`src/rtl/dmem_arbiter_pkg.sv`:
```
// Shared definitions for the data-memory arbiter: FSM states and dmem access-size codes.
package dmem_arbiter_pkg;

    typedef enum logic {
        ST_ARB   = 1'b0,
        ST_BURST = 1'b1
    } arb_state_t;

    // Same codes the load/store muxes and dmem already use.
    localparam logic [1:0] DSIZE_BYTE = 2'd0;
    localparam logic [1:0] DSIZE_HALF = 2'd1;
    localparam logic [1:0] DSIZE_WORD = 2'd3;

endpackage

```
`src/rtl/arb_req_mux.sv`:
```
// Two-way selection of the requester signals onto the dmem port, gated by the grants.
module arb_req_mux (
    input  logic        cpu_gnt,
    input  logic        cpu_we,
    input  logic [1:0]  cpu_dsize,
    input  logic [31:0] cpu_addr,
    input  logic [31:0] cpu_wdata,
    input  logic        dma_gnt,
    input  logic        dma_we,
    input  logic [1:0]  dma_dsize,
    input  logic [31:0] dma_addr,
    input  logic [31:0] dma_wdata,
    output logic        mem_we,
    output logic [1:0]  mem_dsize,
    output logic [31:0] mem_addr,
    output logic [31:0] mem_wdata
);

    // CPU signals are the idle default; the write enable is what keeps an idle port harmless.
    always_comb begin
        mem_dsize = dma_gnt ? dma_dsize : cpu_dsize;
        mem_addr  = dma_gnt ? dma_addr  : cpu_addr;
        mem_wdata = dma_gnt ? dma_wdata : cpu_wdata;
        mem_we    = (cpu_gnt & cpu_we) | (dma_gnt & dma_we);
    end

endmodule

```
`src/rtl/dmem_arbiter.sv`:
```
// Shares the single-cycle dmem port between the CPU and a DMA requester, with a starvation
// guard for DMA and bounded locked bursts.
module dmem_arbiter
    import dmem_arbiter_pkg::*;
#(
    parameter int unsigned MAX_BURST    = 8,
    parameter int unsigned STARVE_LIMIT = 4
) (
    input  logic        clock,
    input  logic        reset,
    input  logic        cpu_req,
    input  logic        cpu_we,
    input  logic [1:0]  cpu_dsize,
    input  logic [31:0] cpu_addr,
    input  logic [31:0] cpu_wdata,
    output logic        cpu_gnt,
    output logic [31:0] cpu_rdata,
    input  logic        dma_req,
    input  logic        dma_lock,
    input  logic        dma_we,
    input  logic [1:0]  dma_dsize,
    input  logic [31:0] dma_addr,
    input  logic [31:0] dma_wdata,
    output logic        dma_gnt,
    output logic [31:0] dma_rdata,
    output logic        mem_we,
    output logic [1:0]  mem_dsize,
    output logic [31:0] mem_addr,
    output logic [31:0] mem_wdata,
    input  logic [31:0] mem_rdata,
    output logic        cpu_stall,
    output logic        dma_burst
);

    localparam int unsigned BW = $clog2(MAX_BURST + 1);
    localparam int unsigned SW = $clog2(STARVE_LIMIT + 1);
    localparam logic [BW-1:0] BEAT_MAX   = BW'(MAX_BURST);
    localparam logic [SW-1:0] STARVE_MAX = SW'(STARVE_LIMIT);

    arb_state_t    state;
    logic [BW-1:0] beat_cnt;
    logic [SW-1:0] starve_cnt;

    // Grants are forced low while reset is held, not just after it is sampled.
    always_comb begin
        cpu_gnt = 1'b0;
        dma_gnt = 1'b0;
        if (!reset) begin
            case (state)
                ST_ARB: begin
                    if (dma_req && (starve_cnt == STARVE_MAX)) begin
                        dma_gnt = 1'b1;
                    end else if (cpu_req) begin
                        cpu_gnt = 1'b1;
                    end else if (dma_req) begin
                        dma_gnt = 1'b1;
                    end
                end
                ST_BURST: dma_gnt = dma_req;
                default: ;
            endcase
        end
    end

    always_ff @(posedge clock or posedge reset) begin
        if (reset) begin
            state      <= ST_ARB;
            beat_cnt   <= '0;
            starve_cnt <= '0;
            dma_burst  <= 1'b0;
        end else begin
            if (dma_gnt) begin
                starve_cnt <= '0;
            end else if (dma_req && (starve_cnt != STARVE_MAX)) begin
                starve_cnt <= starve_cnt + 1'b1;
            end

            case (state)
                ST_ARB: begin
                    if (dma_gnt && dma_lock) begin
                        state     <= ST_BURST;
                        beat_cnt  <= BW'(1);
                        dma_burst <= 1'b1;
                    end
                end
                ST_BURST: begin
                    if (!dma_req || !dma_lock || ((beat_cnt + 1'b1) == BEAT_MAX)) begin
                        state     <= ST_ARB;
                        beat_cnt  <= '0;
                        dma_burst <= 1'b0;
                    end else begin
                        beat_cnt <= beat_cnt + 1'b1;
                    end
                end
                default: begin
                    state     <= ST_ARB;
                    beat_cnt  <= '0;
                    dma_burst <= 1'b0;
                end
            endcase
        end
    end

    arb_req_mux u_mux (
        .cpu_gnt   (cpu_gnt),
        .cpu_we    (cpu_we),
        .cpu_dsize (cpu_dsize),
        .cpu_addr  (cpu_addr),
        .cpu_wdata (cpu_wdata),
        .dma_gnt   (dma_gnt),
        .dma_we    (dma_we),
        .dma_dsize (dma_dsize),
        .dma_addr  (dma_addr),
        .dma_wdata (dma_wdata),
        .mem_we    (mem_we),
        .mem_dsize (mem_dsize),
        .mem_addr  (mem_addr),
        .mem_wdata (mem_wdata)
    );

    assign cpu_rdata = mem_rdata;
    assign dma_rdata = mem_rdata;
    assign cpu_stall = cpu_req & ~cpu_gnt;

endmodule

```
`config.mk`:
```
export PLATFORM = sky130hd
export DESIGN_NAME = dmem_arbiter
export DESIGN_NICKNAME = d
export VERILOG_FILES = /design/src/rtl/dmem_arbiter_pkg.sv /design/src/rtl/arb_req_mux.sv /design/src/rtl/dmem_arbiter.sv
export SDC_FILE = /design/constraint.sdc
export NUM_CORES = 1
export LEC_CHECK = 0
export CAP_MARGIN = 20
export CORE_AREA = 3 3 119 121
export CTS_CLUSTER_SIZE = 30
export DETAILED_ROUTE_END_ITERATION = 7
export DIE_AREA = 0 0 122 124
export PLACE_DENSITY_LB_ADDON = 0.08
export SYNTH_ARGS = -nofsm -noshare
export SYNTH_HDL_FRONTEND = slang
export SYNTH_SLANG_ARGS = --single-unit
export TNS_END_PERCENT = 5
```
`constraint.sdc`:
```
create_clock -name clock -period 3.9 [get_ports clock]
set_input_delay 1.17 -clock clock [delete_from_list [all_inputs] [get_ports clock]]
set_output_delay 1.17 -clock clock [all_outputs]
set_load 0.02 [all_outputs]
```
After elaboration in Yosys (flattened, before gate mapping):

Index checks and enable logic that the tools add are counted.

* bits in registers: 9
* input port bits: 171
* word-level logic and storage cells: 49

* $add $sub $neg: 2
* eq/ne operators: 5
* mux-type cells: 23
* bitwise logic cells: 6
* reductions and logical operators: 9

Operator list (count)
* 32-bit two-way mux: 2
* 1-bit two-way mux: 12
* 4-bit two-way mux: 2
* 4-bit one-hot mux with 2 select lines: 1
* 3-bit two-way mux: 2
* 1-bit one-hot mux with 2 select lines: 3
* 4-bit by 1-bit adder with 4-bit output (second input constant): 1
* 4-bit equality test (second input constant): 1
* 3-bit by 1-bit adder with 3-bit output (second input constant): 1
* 1-bit bitwise AND: 3
* 3-bit equality test (second input constant): 1
* 1-bit logical AND: 3
* 3-bit inequality test (second input constant): 1
* 1-bit logical NOT: 2
* 1-bit logical OR: 2
* 2-bit two-way mux: 1
* 2-bit by 1-bit inequality test with 1-bit output (second input constant): 1
* 2-bit inequality test (second input constant): 1
* 1-bit NOT: 2
* 2-bit AND reduction: 1
* 2-bit nonzero test: 1
* 1-bit bitwise OR: 1

Logic depth before layout (Yosys ltp):

* depth in word-level cells: 8
* gate-level depth with buffers: 7
* gate-level depth less buffers: 6

Cells and area by module:

Synthesis repeated with hierarchy kept, for this count alone.

* cells, all modules: 193
* area, all modules: 1950.6 um^2

Modules (own cells, without submodules)
* dmem_arbiter: instances 1, cells each 119, area an instance 1033.5 um^2, sequential area each 225.2 um^2
* arb_req_mux: instances 1, cells each 74, area an instance 917.1 um^2, sequential area each 0.0 um^2

Worst setup path before layout:

No wires, ideal clock.

* kind: in2out
* start: input cpu_req
* end: output mem_addr[11]
* data arrival time: 2293 ps
* setup slack: 437 ps
* stages on the path: 4
* path through: nor2b_1 -> a21oi_2 -> buf_4 -> mux2_1

* word-level cells in the longest chain between the ends: 5

Ends and longest elaborated chain
* start: declaration: line dmem_arbiter.sv:11 `input logic cpu_req,`
* 1-bit two-way mux: line dmem_arbiter.sv:53 `end else if (cpu_req) begin`
* 1-bit two-way mux: line dmem_arbiter.sv:51 `if (dma_req && (starve_cnt == STARVE_MAX)) begin`
* 1-bit one-hot mux with 2 select lines: line dmem_arbiter.sv:49 `case (state)`
* 1-bit two-way mux: line dmem_arbiter.sv:48 `if (!reset) begin`
* named net dma_gnt: line dmem_arbiter.sv:24 `output logic dma_gnt,`
* 32-bit two-way mux: line arb_req_mux.sv:22 `mem_addr = dma_gnt ? dma_addr : cpu_addr;`
* end: declaration: line dmem_arbiter.sv:28 `output logic [31:0] mem_addr,`

The timed path passes the listed nets, and every way through them passes these cells.

Worst setup path in the final report:

* start: input reset
* end: output mem_wdata[28]

* word-level cells in the longest chain between the ends: 2

Ends and longest elaborated chain
* start: declaration: line dmem_arbiter.sv:10 `input logic reset,`
* 1-bit two-way mux: line dmem_arbiter.sv:48
* 32-bit two-way mux: line arb_req_mux.sv:23 `mem_wdata = dma_gnt ? dma_wdata : cpu_wdata;`
* end: declaration: line dmem_arbiter.sv:29 `output logic [31:0] mem_wdata,`

No other way between the ends.

==> metrics.txt <==
status completed; CTS tree done; startpoint types input pin; Critical Path RT roughly 2.7 ns; Nets between 500 and 600; fillers 1389; hold slack final 0.5364 ns; vias per cell approximately 3.7; Antenna Cells 0; Slew Limit Fails 0; Syn Nets 374; crit path kind input pin to output pin; layout cells sized above 1 about a quarter; skew final ~0.0028 ns; DRC errors left 0; Final setup viols 0; wl on met1 around 3.3 mm; io pins between 300 and 400; CTS buffer count 3; Port-buffer cells 209; clock buffer depth 2; Synth Register Bits 9; Placed Area between 3000 and 4000 µm²; Overall Power approximately 0.0009 W; synth top area cells mux2_1 39%, buf_4 29%, dfrtp_1 12%, ha_1 2.7%, a21oi_1 1.4%; Synth warnings 0; count of final hold-check violations 0; RSZ-0062 raised after global routing no; via count slightly below 2k; Clock Latency Late Sink ~0.23 ns; fmax between 200 and 300 MHz; mapped cell area ~1800 µm²; largest net degree at the start of global routing 18; CTS Hold Bufs 0; first-pass detailed-route iteration total 5; Initial Util 13.92%; DRT iter0 DRCs 40; die height 124 µm; sequential share of the synthesized area 12.27%; initial antenna violation count 0; Worst-path clk slew around 0.040 ns; hpwl dp between 7 and 8 mm; DR WL met3 between 1 and 1.5 mm; Top Layer Used met4; post-layout util 29.48%; Min-Delay Path Class register to register; setup slack, reg-to-reg 2.08 ns; fin crit share 97.61%; met2 WL 5.386 mm; top-area cell type share of the netlist area 39.26%; Final ANT Viol Nets 0; DR WL/cell roughly 18 µm; clk sinks 9; Area Growth Syn to Fin 111.9%; Core Box Area 13190 µm²; crit end category output pin; final WL roughly 9.8 mm; gpl congestion 0.7262; Die W 122 µm; gr usage total a little under an eighth; Remaining Overflow, GRT 0; final instance area ~3900 µm²; Distinct cells, synth 31; clock root buffer clkbuf_16; Worst Reg-to-Reg Cells 10; number of global-route vias before repair just over 2k; Worst Path Arrival roughly 2.6 ns; Pleak between 1.5 and 2 nW; Peak VDD IR between 0.2 and 0.25 mV; first-pass GRT wire length about 13 mm; Die Footprint 15130 µm²; PwrDens ~230 nW/µm²; min Tclk post-route between 3 and 4 ns; hold path depth 2; Yosys top cell by area mux2_1; slew margin rel. approximately 78%; worst-path fanout max 9; # rows 42; max_cap viols 0; Mapped Cells 199; Slew @ Worst Pin 0.3282 ns; H-tree depth 1; synthesized area per cell about 9.2 µm²
repair_timing:
action / CTS / global route
endpoints found under the hold margin: 0 / 0
resized for setup: 241 / 13
setup endpoints to repair: 70 / 13
pin swaps: 1 / 0
gates cloned: 5 / 0
buffers inserted: 4 / 0
area by class of cell:
cell class                 instances  area, µm²  share of cell area [%]
tap                              176      220.2                   5.663
sequential                         9      225.2                   5.792
timing repair buffer             226       2261                   58.14
multi-input combinational        113       1081                   27.80
clock buffer                       4      78.83                   2.027
inverter                           6      22.52                  0.5792
power by group:
part	total (W)	switching (W)	internal, W	leakage, nW
clock	0.000182	0.0000448	0.000137	0.0382
combinational	0.000576	0.000249	0.000326	1.44
sequential	0.000143	0.0000246	0.000119	0.117
total	0.000900	0.000319	0.000582	1.60
state kept, by name (all words and copies together), names as in the netlist:
name / flops
beat_cnt: 4
starve_cnt: 3
dma_burst: 1
state: 1
layout by cell type, fill, tap and decap left out, types with 2 or more instances in the layout:
cell type,Yosys,layout
mux2_1,64,63
buf_4,71,10
o21ai_0,3,3
a21oi_1,5,5
nand3_1,5,5
buf_16,0,5
clkdlybuf4s50_1,0,136
nand2_1,5,5
clkbuf_16,0,3
dlygate4sd2_1,0,7
clkdlybuf4s15_2,0,33
nor2_1,3,3
inv_1,6,6
dfrtp_1,9,9
ha_1,4,4
mux2_2,2,2
buf_12,0,3
and3_1,2,2
buf_2,0,30
worst max-delay path, cell delays in order:
cell and delay, ns:
dlygate4sd2_1 0.24, nand2b_4 0.15, a21oi_4 0.13, buf_12 0.16, buf_4 0.14, buf_16 0.13, mux2_1 0.33, buf_4 0.17
cells in the mapped netlist:
| cell | n |
|---|---|
| a211o_1 | 1 |
| and4b_1 | 1 |
| or2_2 | 1 |
| inv_1 | 6 |
| o2bb2ai_1 | 1 |
| nor4_1 | 1 |
| nor3b_1 | 1 |
| o21ai_0 | 3 |
| dfrtp_1 | 9 |
| o21ai_1 | 1 |
| nand3_1 | 5 |
| nand2_1 | 5 |
| a21oi_1 | 5 |
| and3_1 | 2 |
| buf_4 | 71 |
| a22o_1 | 1 |
| a21oi_2 | 1 |
| o22ai_1 | 1 |
| mux2_2 | 2 |
| nor3_1 | 1 |
| nand2b_1 | 1 |
| a211oi_2 | 1 |
| mux2_1 | 64 |
| a21o_1 | 1 |
| ha_1 | 4 |
| and2_1 | 1 |
| xnor2_1 | 1 |
| nand4b_1 | 1 |
| nor2b_1 | 2 |
| nor2_1 | 3 |
| a311o_1 | 1 |
through the flow:
stage | std cells | TNS, ns | worst slack [ns]
after floorplan | 199 | 0 | 0.4369
after global placement | 521 | -30.93 | -0.4853
after detailed placement | 521 | -31.24 | -0.4906
after CTS | 534 | 0 | 0.01141
after global routing | 534 | 0 | 0.003322
final | 534 | 0 | 0.09324
worst paths after layout:
path | start | end
worst max-delay path | reset | mem_wdata[28]
worst min-delay path | dma_burst | dma_burst
worst max register to register | starve_cnt[0] | state
worst min register to register | dma_burst | dma_burst
max in group asynchronous | reset | starve_cnt[2]
min in group asynchronous | reset | beat_cnt[0]
cells by family after synthesis:
group / Yosys count / synth area share, %
AO/OA/AOI/OAI: 17 / 6.339
XOR/XNOR: 1 / 0.4773
adder cells (fa/ha/maj): 4 / 2.727
buffers and inverters: 77 / 30.27
flip-flops: 9 / 12.27
multiplexers: 66 / 40.49
AND/OR/NAND/NOR: 25 / 7.431
metal layers:
layer	track usage (%)	vias up
met1	11.68	899
met2	23.83	126
met5	0	-
met3	3.906	6
met4	1.961	0
li1	-	949
Power figures use the tool's default switching activity.
